**src/rtl/note_detector_pkg.sv**
```systemverilog
// Shared constants, FSM state type and period classifier for the note detector.
// Latency: n/a (package only).
// Backpressure: n/a.
package note_detector_pkg;

  localparam int              PERIOD_W   = 13;
  localparam int              NUM_NOTES  = 12;
  localparam logic [3:0]      NOTE_NONE  = 4'hF;
  localparam logic [PERIOD_W-1:0] GLITCH_MIN = 13'd1000;

  typedef enum logic {
    ST_IDLE,
    ST_MEASURE
  } state_e;

  // Upper period bound (inclusive) of note k; entry k+1 is the exclusive lower bound.
  function automatic logic [PERIOD_W-1:0] thresh(input int k);
    logic [PERIOD_W-1:0] t;
    case (k)
      0:       t = 13'd3934;
      1:       t = 13'd3714;
      2:       t = 13'd3505;
      3:       t = 13'd3308;
      4:       t = 13'd3123;
      5:       t = 13'd2947;
      6:       t = 13'd2782;
      7:       t = 13'd2626;
      8:       t = 13'd2479;
      9:       t = 13'd2340;
      10:      t = 13'd2208;
      11:      t = 13'd2084;
      12:      t = 13'd1967;
      default: t = '0;
    endcase
    return t;
  endfunction

  // Map a measured period to a semitone index; anything outside the octave is NOTE_NONE.
  function automatic logic [3:0] classify(input logic [PERIOD_W-1:0] p);
    logic [3:0] c;
    c = NOTE_NONE;
    for (int k = 0; k < NUM_NOTES; k++) begin
      if ((p <= thresh(k)) && (p > thresh(k + 1))) c = 4'(k);
    end
    return c;
  endfunction

endpackage

```
**src/rtl/note_detector_sig_sync_edge.sv**
```systemverilog
// Two-flop synchroniser for the comparator input plus a registered rising-edge pulse.
// Latency: rise_pls is high 3 clk edges after sig_in rises, for exactly one cycle.
// Backpressure: none; every synchronised 0->1 transition produces a pulse.
module sig_sync_edge (
  input  logic clk,
  input  logic rst,
  input  logic sig_in,
  output logic rise_pls
);

  logic meta_q, meta_d;
  logic sync_q, sync_d;
  logic sync_dly_q, sync_dly_d;
  logic rise_q, rise_d;

  // Next-state: shift the input through the synchroniser and flag a 0->1 step.
  always_comb begin
    meta_d     = sig_in;
    sync_d     = meta_q;
    sync_dly_d = sync_q;
    rise_d     = sync_q & ~sync_dly_q;
  end

  // State registers, all cleared by reset so a low input produces no pulse afterwards.
  always_ff @(posedge clk) begin
    if (rst) begin
      meta_q     <= 1'b0;
      sync_q     <= 1'b0;
      sync_dly_q <= 1'b0;
      rise_q     <= 1'b0;
    end else begin
      meta_q     <= meta_d;
      sync_q     <= sync_d;
      sync_dly_q <= sync_dly_d;
      rise_q     <= rise_d;
    end
  end

  assign rise_pls = rise_q;

endmodule

```
**src/rtl/note_detector.sv**
```systemverilog
// Measures the period of a square wave, classifies it to a semitone, debounces over STABLE_COUNT periods.
// Latency: note/note_valid update 2 cycles after the internal edge pulse (5 clk edges after sig_in rises).
// Backpressure: none. Optional macro NOTE_DETECTOR_GLITCH_FILTER_EN ignores edges < GLITCH_MIN cycles apart.
module note_detector
  import note_detector_pkg::*;
#(
  parameter int STABLE_COUNT = 3,
  parameter int TIMEOUT      = 8000
) (
  input  logic       clk,
  input  logic       rst,
  input  logic       sig_in,
  output logic [3:0] note,
  output logic       note_valid
);

  localparam int                  MATCH_W   = $clog2(STABLE_COUNT + 1);
  localparam logic [MATCH_W-1:0]  STABLE_C  = MATCH_W'(STABLE_COUNT);
  localparam logic [PERIOD_W-1:0] TIMEOUT_C = PERIOD_W'(TIMEOUT);

  logic                rise_pls;
  logic                accept;
  logic [3:0]          cls;

  state_e              state_q, state_d;
  logic [PERIOD_W-1:0] cnt_q, cnt_d;
  logic [PERIOD_W-1:0] per_q, per_d;
  logic                per_vld_q, per_vld_d;
  logic [MATCH_W-1:0]  match_q, match_d;
  logic [3:0]          prev_cls_q, prev_cls_d;
  logic [3:0]          note_q, note_d;
  logic                note_valid_q, note_valid_d;

  sig_sync_edge u_sync (
    .clk      (clk),
    .rst      (rst),
    .sig_in   (sig_in),
    .rise_pls (rise_pls)
  );

  // Period FSM, classifier stage and debounce; edge acceptance beats timeout.
  always_comb begin
    state_d      = state_q;
    cnt_d        = cnt_q;
    per_d        = per_q;
    per_vld_d    = 1'b0;
    match_d      = match_q;
    prev_cls_d   = prev_cls_q;
    note_d       = note_q;
    note_valid_d = 1'b0;

    accept = rise_pls;
`ifdef NOTE_DETECTOR_GLITCH_FILTER_EN
    if ((state_q == ST_MEASURE) && (cnt_q < GLITCH_MIN)) accept = 1'b0;
`endif

    // Stage 2: classify the period latched on the previous cycle.
    cls = classify(per_q);
    if (per_vld_q) begin
      if (cls == prev_cls_q) begin
        if (match_q < STABLE_C) match_d = match_q + 1'b1;
      end else begin
        match_d = MATCH_W'(1);
      end
      prev_cls_d = cls;
      if ((match_d == STABLE_C) && (cls != note_q)) begin
        note_d       = cls;
        note_valid_d = 1'b1;
      end
    end

    // Stage 1: measure periods between accepted edges.
    case (state_q)
      ST_IDLE: begin
        if (accept) begin
          cnt_d   = '0;
          state_d = ST_MEASURE;
        end
      end
      ST_MEASURE: begin
        if (accept) begin
          per_d     = cnt_q;
          per_vld_d = 1'b1;
          cnt_d     = PERIOD_W'(1);
        end else if (cnt_q >= TIMEOUT_C) begin
          state_d      = ST_IDLE;
          note_d       = NOTE_NONE;
          note_valid_d = (note_q != NOTE_NONE);
          match_d      = '0;
          prev_cls_d   = NOTE_NONE;
        end else if (cnt_q != '1) begin
          cnt_d = cnt_q + 1'b1;
        end
      end
      default: state_d = ST_IDLE;
    endcase
  end

  // State registers with synchronous reset; a reset drops any partial period.
  always_ff @(posedge clk) begin
    if (rst) begin
      state_q      <= ST_IDLE;
      cnt_q        <= '0;
      per_q        <= '0;
      per_vld_q    <= 1'b0;
      match_q      <= '0;
      prev_cls_q   <= NOTE_NONE;
      note_q       <= NOTE_NONE;
      note_valid_q <= 1'b0;
    end else begin
      state_q      <= state_d;
      cnt_q        <= cnt_d;
      per_q        <= per_d;
      per_vld_q    <= per_vld_d;
      match_q      <= match_d;
      prev_cls_q   <= prev_cls_d;
      note_q       <= note_d;
      note_valid_q <= note_valid_d;
    end
  end

  assign note       = note_q;
  assign note_valid = note_valid_q;

endmodule

```
**config.mk**
```make
export PLATFORM = sky130hd
export DESIGN_NAME = note_detector
export DESIGN_NICKNAME = d
export VERILOG_FILES = /design/src/rtl/note_detector_pkg.sv /design/src/rtl/note_detector_sig_sync_edge.sv /design/src/rtl/note_detector.sv
export SDC_FILE = /design/constraint.sdc
export NUM_CORES = 1
export LEC_CHECK = 0
export BUFFER_PORTS_ARGS = -buffer_cell sky130_fd_sc_hd__buf_2
export CORE_AREA = 2 2 83 85
export DETAILED_ROUTE_END_ITERATION = 7
export DIE_AREA = 0 0 85 87
export SYNTH_ARGS = -nofsm -noshare
export SYNTH_HDL_FRONTEND = slang
export SYNTH_SLANG_ARGS = --single-unit
```
**constraint.sdc**
```tcl
create_clock -name clk -period 4 [get_ports clk]
set_clock_uncertainty 0.05 [all_clocks]
set_input_delay 0.6 -clock clk [delete_from_list [all_inputs] [get_ports clk]]
set_output_delay 0.6 -clock clk [all_outputs]
set_load 0.01 [all_outputs]
```
== Word-level counts from Yosys, hierarchy flattened ==
Index checks and enable logic that the tools add are counted.

* Bits in registers: 43
* Logic and storage cells: 109

* $lt $le $gt $ge: 26
* Reduce and logical (&&, ||, !) cells: 16
* Eq/ne operators: 8
* Mux-type cells: 42
* Bitwise operators: 3
* Add/sub/neg operators: 2

{| class="wikitable"
|+ Operators with widths
! cell !! number
|-
| $le A13 B12 Y1 const B || 12
|-
| $gt A13 B12 Y1 const B || 11
|-
| $mux W4 || 21
|-
| $mux W13 || 4
|-
| $pmux W13 S2 || 1
|-
| $mux W2 || 7
|-
| $add A13 B1 Y13 const B || 1
|-
| $ge A13 B13 Y1 const B || 1
|-
| $gt A13 B11 Y1 const B || 1
|-
| $logic_and A1 B1 Y1 || 13
|-
| $ne A13 B13 Y1 const B || 1
|-
| $mux W1 || 8
|-
| $eq A4 B4 Y1 || 1
|-
| $ne A4 B4 Y1 || 1
|-
| $ne A4 B4 Y1 const B || 1
|-
| $ne A3 B1 Y1 const B || 1
|-
| $ne A3 B2 Y1 const B || 1
|-
| $reduce_and A3 Y1 || 1
|-
| $add A2 B1 Y2 const B || 1
|-
| $eq A2 B2 Y1 const B || 1
|-
| $lt A2 B2 Y1 const B || 1
|-
| $ne A2 B1 Y1 const B || 1
|-
| $not A1 Y1 || 2
|-
| $pmux W1 S2 || 1
|-
| other kinds (3) || 3
|}

== Logic depth before layout (Yosys ltp) ==
Gate-level depths: netlist of run 1.

* Word-level depth: 24
* Depth in mapped cells: 11

== By module ==
A second synthesis of run 1 with hierarchy kept.

* Cells, all modules: 300
* Area total of the unflattened synthesis: 2432.3 sq um

{| class="wikitable"
|+ By module, submodules not included
! module !! seq. area each (sq um) !! cells an instance !! area an instance (sq um) !! instances
|-
| note_detector || 780.7 || 292 || 2321.0 || 1
|-
| sig_sync_edge || 80.1 || 8 || 111.4 || 1
|}

== Worst setup path before layout of run 1 ==
No wires, ideal clock.

* Path type: flip-flop to flip-flop
* Start: register per_q[5]
* End: register note_valid_q (netlist: note_valid)
* Arrival: 2.337 ns
* Library setup time: 0.079 ns
* Slack: 1.534 ns
* Stages on the path, launching flop included: 11
* Required time: 3.871 ns
* Period minus slack after synthesis: 2.466 ns
* Path through: dfxtp_1 -> clkbuf_1 -> nand4b_1 -> nor2_1 -> mux2_2 -> o221ai_1 -> nand2_1 -> xnor2_1 -> o31ai_4 -> nand4b_4 -> a211oi_2

* Word-level cells in the longest chain between the ends: 24

{| class="wikitable"
|+ RTL lines
! item !! RTL line !! text
|-
| start: declaration || note_detector.sv:27 || <nowiki>logic [PERIOD_W-1:0] per_q, per_d;</nowiki>
|-
| start signal: assignment || note_detector.sv:113 || <nowiki>per_q <= per_d;</nowiki>
|-
| $le A13 B12 Y1 / $gt A13 B12 Y1 (equally long branches) || note_detector_pkg.sv:43 || <nowiki>if ((p <= thresh(k)) && (p > thresh(k + 1))) c = 4'(k);</nowiki>
|-
| $logic_and A1 B1 Y1 || note_detector_pkg.sv:43 ||
|-
| $mux W4 (11 in a row) || note_detector_pkg.sv:43 ||
|-
| $mux W4 (*) || note_detector_pkg.sv:43 ||
|-
| $eq A4 B4 Y1 || note_detector.sv:60 || <nowiki>if (cls == prev_cls_q) begin</nowiki>
|-
| $mux W2 || note_detector.sv:60 ||
|-
| $mux W2 || note_detector.sv:59 || <nowiki>if (per_vld_q) begin</nowiki>
|-
| $eq A2 B2 Y1 || note_detector.sv:66 || <nowiki>if ((match_d == STABLE_C) && (cls != note_q)) begin</nowiki>
|-
| $logic_and A1 B1 Y1 (*) || note_detector.sv:66 ||
|-
| $mux W1 (*) || note_detector.sv:66 ||
|-
| $mux W1 (*) || note_detector.sv:59 ||
|-
| $mux W1 || note_detector.sv:85 || <nowiki>end else if (cnt_q >= TIMEOUT_C) begin</nowiki>
|-
| $mux W1 || note_detector.sv:81 || <nowiki>if (accept) begin</nowiki>
|-
| $mux W1 (*) || note_detector.sv:73 || <nowiki>case (state_q)</nowiki>
|-
| end signal: assignment || note_detector.sv:118 || <nowiki>note_valid_q <= note_valid_d;</nowiki>
|-
| end: declaration || note_detector.sv:32 || <nowiki>logic note_valid_q, note_valid_d;</nowiki>
|}

Every way passes the cells marked *; elsewhere a longest branch is shown, timed or not. The select of a mux whose other input is x is not followed.
A chain may end at the register's enable or synchronous reset.

== Worst setup path in the final report of run 1 ==
* Start: register per_q[6]
* End: register note_valid_q (netlist: note_valid)

Same word-level chain as after synthesis.

==> impl_summary.log, run 1 <==
INFO  metric clk_pin_slew = 0.08 ns
INFO  metric wire_per_inst = roughly 14 µm
INFO  metric overall_global_routing_resource_usage = 0.153
INFO  metric start_util = 0.377
INFO  metric grt_pass1_wl = 9250 µm
INFO  metric required = 4.17 ns
INFO  metric fillers = 658
INFO  metric design.die.area = between 7000 and 8000 µm²
INFO  metric total_power = 0.751 mW
INFO  metric top_level_port_count = 8
INFO  metric vdd_drop_max = 0.000228 V
INFO  metric cts_sinks = 43
INFO  metric r2r_worst_path_depth = 9
INFO  metric first_global_vias = between 1500 and 2000
INFO  metric power_per_cell_area = 287 nW/µm²
INFO  metric synth-async-reset-ratio = 0
INFO  metric tritoncts = done
INFO  metric cp_class = register to register
INFO  metric synth_area = 2480 µm²
INFO  metric routed_wirelength = 5210 µm
INFO  metric cts_inserted_buffers = 5
INFO  metric report.final.setup_viol = 0
INFO  metric worstHoldPathCells = 1
INFO  metric crit_path_start_kind = register
INFO  metric crit_arrival = 2.97 ns
INFO  metric post_synthesis_cells = 312
INFO  metric layout-area-overhead-vs-synth = 5.56%
INFO  metric floorplan.core_area = 6570 µm²
INFO  metric final_cell_count_no_fill = 385
INFO  metric io_buffers = 7
INFO  metric rows = 30
INFO  metric yosys_warnings = 0
INFO  metric sw_frac_of_total = 0.213
INFO  metric min_period = ~2.8 ns
INFO  metric drt-vias-per-instance = 5.43
INFO  metric final_hold_viol_count = 0
INFO  metric sequential_area_share_after_synthesis = 0.348
INFO  metric rsz0062_at_grt = no
INFO  metric synth-edff-count = 0
INFO  metric grt_max_degree = 23
INFO  metric pwr-share-clk = 0.405
INFO  metric total_leakage_power = 0.904 nW
INFO  metric final.setup.tns = 0 ns
INFO  metric root_buffer = sky130_fd_sc_hd__clkbuf_8
INFO  metric residual_drc = 0
INFO  metric hpwl = 3790 µm
INFO  metric antenna_left = 0
INFO  metric run_status = complete, no violations
INFO  metric post_synth_num_cell_types = 62
INFO  metric clk-insertion-delay-late = 0.30 ns
INFO  metric critical_path_capture_point_type = register
INFO  metric final.period_utilization = 0.698
INFO  metric numPlacedInstances = 377
INFO  metric utilization = 0.398
INFO  metric maximum_clock_rate = around 360 MHz
INFO  metric yosys_register_bits = 43
INFO  metric power.net_switching = 0.160 mW
INFO  metric clock_tree_buffer_depth = 2
INFO  metric hold_class = register to register
INFO  metric place.gp.congestion = around 0.84
INFO  metric final_max_slew_viol_count = 0
INFO  metric p_int = 0.591 mW
INFO  metric sequentialPowerShare = 0.575
INFO  metric comb_power_share = 0.020
INFO  metric cts_hold_buf = 0
INFO  metric finalNetCount = between 300 and 400
INFO  metric synthFlopType = sky130_fd_sc_hd__dfxtp_1
INFO  metric tightestPinTransition = 0.568 ns
INFO  metric syn-num-nets = 317
INFO  metric initialDrtViolationCount = 134
INFO  metric drt_first_pass_iters = 4
INFO  metric routed-via-count = 2092
INFO  metric antennaDiodeCount = 0
INFO  metric whs = about 0.33 ns
INFO  metric worst-path-max-fanout = 13
INFO  metric globalRoute.totalOverflow = 0
INFO  metric postCtsResizedCells = 0
INFO  metric antenna_violations_before_repair = 0
INFO  metric final_layout_size_suffix_gt1_frac = 0.105
INFO  metric ctsHtreeMaxLevel = 2
INFO  metric slew-limit-headroom = 0.621
INFO  metric floorplan.die.height = 87 µm
INFO  metric floorplan.die.width = 85 µm
INFO  metric cts.repair_timing.setup_buffer_count = 0
INFO  metric drv.max_cap_violation_count = 0
INFO  metric syn_area_per_cell = ~7.9 µm²
## logic make-up after synthesis
group	after synthesis	synth area share
compound gates	61	0.173
xor+xnor	16	0.0596
fa+ha+maj	2	0.0101
buf+inv	30	0.0531
flops	43	0.348
mux	10	0.0409
simple gates	150	0.315
## cell usage in the layout (no fill, tap or decap), types with 7 or more instances in the layout
cell type	Yosys	routed
sky130_fd_sc_hd__buf_2	6	7
sky130_fd_sc_hd__nor2_1	42	42
sky130_fd_sc_hd__dfxtp_1	43	43
sky130_fd_sc_hd__mux2i_1	9	9
sky130_fd_sc_hd__inv_1	8	8
sky130_fd_sc_hd__a21oi_1	21	21
sky130_fd_sc_hd__nand2_1	43	43
sky130_fd_sc_hd__xnor2_1	8	8
sky130_fd_sc_hd__xor2_1	7	7
sky130_fd_sc_hd__o21ai_0	9	9
sky130_fd_sc_hd__nand3_1	8	8
sky130_fd_sc_hd__clkbuf_8	0	7
## sequential cells by signal (all words and copies together) (netlist names)
signal	cells
match_q	2
per_vld_q	1
u_sync.meta_q	1
per_q	13
cnt_q	13
u_sync.rise_pls	1
u_sync.sync_dly_q	1
u_sync.sync_dly_d	1
note_valid	1
note	4
state_q	1
prev_cls_q	4
## critical path, stage by stage, from the launching register on
cell and delay, ns:
sky130_fd_sc_hd__dfxtp_1 0.55, sky130_fd_sc_hd__nand4b_1 0.18, sky130_fd_sc_hd__nor2_1 0.23, sky130_fd_sc_hd__mux2_2 0.39, sky130_fd_sc_hd__o221ai_1 0.27, sky130_fd_sc_hd__nand2_1 0.14, sky130_fd_sc_hd__xnor2_1 0.18, sky130_fd_sc_hd__o31ai_4 0.31
sky130_fd_sc_hd__nand4b_4 0.20, sky130_fd_sc_hd__a211oi_2 0.21
## stage by stage
step	cell area, µm²	setup WS (ns)
after floorplan	2480	1.53
after global placement	2510	1.23
after detailed placement	2510	1.21
after CTS	2610	1.20
after global routing	2610	1.01
final	2610	1.21
## synthesized netlist by cell type, drive strengths merged (3+ instances only)
library cell / number / area, µm²
a211oi: 4 / 35.0
a21oi: 22 / 114
and2: 6 / 37.5
buf: 11 / 60.1
clkbuf: 11 / 41.3
dfxtp: 43 / 861
inv: 8 / 30.0
mux2i: 9 / 90.1
nand2: 43 / 161
nand3: 9 / 50.1
nand4: 6 / 37.5
nand4b: 4 / 50.1
nor2: 43 / 178
nor2b: 6 / 37.5
nor3: 6 / 30.0
nor4: 5 / 31.3
o21ai: 9 / 45.0
o31ai: 3 / 36.3
or2: 5 / 31.3
or3: 4 / 31.3
or4: 3 / 22.5
xnor2: 9 / 86.3
xor2: 7 / 61.3
## final cells by class
| cell class | instances | area, µm² | share of cell area |
|---|---|---|---|
| Inverter | 8 | 30.0 | 0.0115 |
| Timing Repair Buffer | 7 | 35.0 | 0.0134 |
| Tap cell | 80 | 100 | 0.0383 |
| Multi-Input combinational cell | 239 | 1480 | 0.568 |
| Clock inverter | 1 | 7.51 | 0.00287 |
| Clock buffer | 7 | 96.3 | 0.0369 |
| Sequential cell | 43 | 861 | 0.329 |
## routing by layer
| metal | GRT usage | vias to the layer above | routed length, µm |
|---|---|---|---|
| met4 | 0.0577 | 0 | 113 |
| met3 | 0.0284 | 11 | 131 |
| li1 | - | 1074 | - |
| met1 | 0.197 | 974 | 2510 |
| met2 | 0.256 | 33 | 2460 |
| met5 | 0 | - | 0 |
## power groups by stage
stage	Clock [mW]	Sequential (mW)	Combinational (mW)
after floorplan	0	0.441	0.0115
after global placement	0	0.442	0.0150
after CTS	0.314	0.432	0.0150
after global routing	0.330	0.432	0.0167
after detailed placement	0	0.442	0.0150
final	0.305	0.432	0.0147
## worst paths after layout
kind                                      from                         end  slack, ns
hold / removal    u_sync.sync_dly_q$_SDFF_PP0_  u_sync.rise_pls$_SDFF_PP0_       0.33
setup / recovery         per_q[6]$_SDFFE_PP0P_       note_valid$_SDFF_PP0_       1.21
hold reg to reg   u_sync.sync_dly_q$_SDFF_PP0_  u_sync.rise_pls$_SDFF_PP0_       0.33
setup reg to reg         per_q[6]$_SDFFE_PP0P_       note_valid$_SDFF_PP0_       1.21
No activity file was read; power rests on OpenSTA's default activity.
==> run 2: changes to the inputs <==
- clock period: 4 -> 2.3 ns (I/O delays scaled with it)
==> run 2 against run 1 <==
The run now ends with setup timing left. Worst hold slack got worse by 0.12 ns. First-iteration DRC count rose by 48%. Worst setup slack got worse by 1.4 ns. Highest routed layer unchanged. Critical endpoint unchanged. Combinational power rose by 87%.
==> impl_summary.log, run 2 (synthesis gave the netlist of run 1 again) <==
INFO  metric grt_max_degree = 22
INFO  metric rows = 30
INFO  metric routed-via-count = 2349
INFO  metric floorplan.die.width = roughly 85 µm
INFO  metric grt_pass1_wl = between 10000 and 15000 µm
INFO  metric top_regs = cnt_q (13), per_q (13)
INFO  metric antennaDiodeCount = 0
INFO  metric final_hold_viol_count = 0
INFO  metric ff2ff_setup_slack = -0.22 ns
INFO  metric worstHoldPathCells = 2
INFO  metric layout-area-overhead-vs-synth = 30.9%
INFO  metric clk-insertion-delay-late = 0.30 ns
INFO  metric initialDrtViolationCount = 198
INFO  metric layout_commonest_cell = sky130_fd_sc_hd__buf_4
INFO  metric min_period = 2.52 ns
INFO  metric layout_common_cells = sky130_fd_sc_hd__buf_4 (56), sky130_fd_sc_hd__nand2_1 (43), sky130_fd_sc_hd__nor2_1 (41), sky130_fd_sc_hd__dfxtp_1 (37), sky130_fd_sc_hd__a21oi_1 (20)
INFO  metric r2r_worst_path_depth = 12
INFO  metric cp_class = register to register
INFO  metric floorplan.core_area = roughly 6600 µm²
INFO  metric total_leakage_power = 1.26 nW
INFO  metric root_buffer = sky130_fd_sc_hd__clkbuf_8
INFO  metric run_status = complete, but fails checks
INFO  metric vdd_drop_max = 0.000463 V
INFO  metric comb_power_share = 0.019
INFO  metric globalRoute.totalOverflow = 0
INFO  metric p_int = around 1.2 mW
INFO  metric fillers = around 600
INFO  metric required = ~2.4 ns
INFO  metric total_power = 1.47 mW
INFO  metric top_level_port_count = 8
INFO  metric finalNetCount = 367
INFO  metric whs = 0.212 ns
INFO  metric wire_per_inst = 13.5 µm
INFO  metric drv.max_cap_violation_count = 0
INFO  metric worst-path-max-fanout = 6
INFO  metric clock_tree_buffer_depth = 2
INFO  metric pwr-share-clk = 0.474
INFO  metric post-route-cell-area = 3240 µm²
INFO  metric hold_path_end = u_sync.meta_q$_SDFF_PP0_
INFO  metric antenna_violations_before_repair = 0
INFO  metric place.gp.congestion = 0.870
INFO  metric hold_class = input pin to register
INFO  metric final.period_utilization = 1.10
INFO  metric crit_arrival = 2.66 ns
INFO  metric antenna_left = 0
INFO  metric report.final.setup_viol = 8
INFO  metric slew-limit-headroom = 0.714
INFO  metric ctsHtreeMaxLevel = 2
INFO  metric drt-vias-per-instance = between 5 and 6
INFO  metric final.setup.worst_slack = -0.221 ns
INFO  metric cts_sinks = 43
INFO  metric rsz0062_at_grt = yes
INFO  metric drt_first_pass_iters = 4
INFO  metric timing.rr.start = per_q[0]$_SDFFE_PP0P_
INFO  metric routed_wirelength = 5970 µm
INFO  metric start_util = 0.377
INFO  metric layout.area.seq = around 870 µm²
INFO  metric residual_drc = 0
INFO  metric floorplan.die.height = 87 µm
INFO  metric sequentialPowerShare = 0.508
INFO  metric tritoncts = done
INFO  metric clk_pin_slew = approximately 0.090 ns
INFO  metric tightestPinTransition = roughly 0.43 ns
INFO  metric cts_inserted_buffers = 5
INFO  metric first_global_vias = 2228
INFO  metric crit_path_start_kind = register
INFO  metric failing_checks = setup timing
INFO  metric place_area = 2890 µm²
INFO  metric critical_path_capture_point_type = register
INFO  metric power_per_cell_area = 455 nW/µm²
INFO  metric overall_global_routing_resource_usage = 0.169
INFO  metric multiInputGateArea = 1630 µm²
INFO  metric io_buffers = 7
INFO  metric hpwl = ~4400 µm
INFO  metric final_layout_size_suffix_gt1_frac = 0.320
INFO  metric timing.rr.end = note_valid$_SDFF_PP0_
INFO  metric worst_hold_startpoint = sig_in
INFO  metric design.die.area = approximately 7400 µm²
INFO  metric final_max_slew_viol_count = 0
INFO  metric maximum_clock_rate = 397 MHz
INFO  metric utilization = 0.493
INFO  metric power.net_switching = 0.288 mW
INFO  metric sw_frac_of_total = 0.195
run 2: power groups by stage:
stage | combinational, mW | clock (mW) | sequential, mW
global placement | 0.0273 | 0 | 0.769
global route | 0.0311 | 0.737 | 0.749
floorplan | 0.0200 | 0 | 0.768
CTS | 0.0281 | 0.711 | 0.749
detailed placement | 0.0279 | 0 | 0.769
finish | 0.0275 | 0.698 | 0.749
run 2: per-stage QoR:
step	worst slack, ns	cells	setup TNS [ns]
after global placement	-0.251	427	-1.77
final	-0.221	443	-1.49
after detailed placement	-0.347	427	-2.32
after CTS	-0.197	441	-1.30
after global routing	-0.351	443	-2.32
after floorplan	-0.0990	312	-0.659
run 2: repair_timing:
action,4_1_cts,5_1_grt
setup endpoints to repair,8,10
resized for setup,23,12
pin swaps,10,5
setup buffers,7,2
hold buffers,0,0
run 2: how the worst max path moves through the flow:
stage | endpoint | slack [ns] | from
floorplan | note_valid$_SDFF_PP0_ | -0.1 | per_q[2]$_SDFFE_PP0P_
global placement | note_valid$_SDFF_PP0_ | -0.25 | per_q[2]$_SDFFE_PP0P_
detailed placement | match_q[1]$_SDFF_PP0_ | -0.35 | per_q[3]$_SDFFE_PP0P_
CTS | note_valid$_SDFF_PP0_ | -0.20 | per_q[2]$_SDFFE_PP0P_
global route | note_valid$_SDFF_PP0_ | -0.35 | per_q[2]$_SDFFE_PP0P_
finish | note_valid$_SDFF_PP0_ | -0.22 | per_q[0]$_SDFFE_PP0P_
run 2: area by class of cell:
class                      instances  area share
multi-input combinational        239       0.503
sequential                        43       0.269
timing repair buffer              65       0.146
tap                               80      0.0309
clock buffer                       5      0.0212
clock inverter                     3      0.0208
inverter                           8     0.00927
run 2: worst max-delay path, stage by stage, from the launching register on:
cell and delay, ns:
sky130_fd_sc_hd__dfxtp_1 0.43, sky130_fd_sc_hd__buf_4 0.16, sky130_fd_sc_hd__inv_1 0.05, sky130_fd_sc_hd__buf_4 0.12, sky130_fd_sc_hd__o32ai_1 0.42, sky130_fd_sc_hd__a31oi_1 0.23, sky130_fd_sc_hd__nand4_1 0.17, sky130_fd_sc_hd__nand3_2 0.13
sky130_fd_sc_hd__nor2_8 0.17, sky130_fd_sc_hd__buf_4 0.13, sky130_fd_sc_hd__xnor2_1 0.10, sky130_fd_sc_hd__and4_4 0.22, sky130_fd_sc_hd__a211oi_2 0.04
run 2: routing by layer:
layer,vias up,global-route usage,share of wire
li1,1192,-,-
met3,11,0.0227,0.029
met1,1104,0.219,0.46
met4,0,0.0519,0.022
met2,42,0.294,0.49
met5,-,0,0
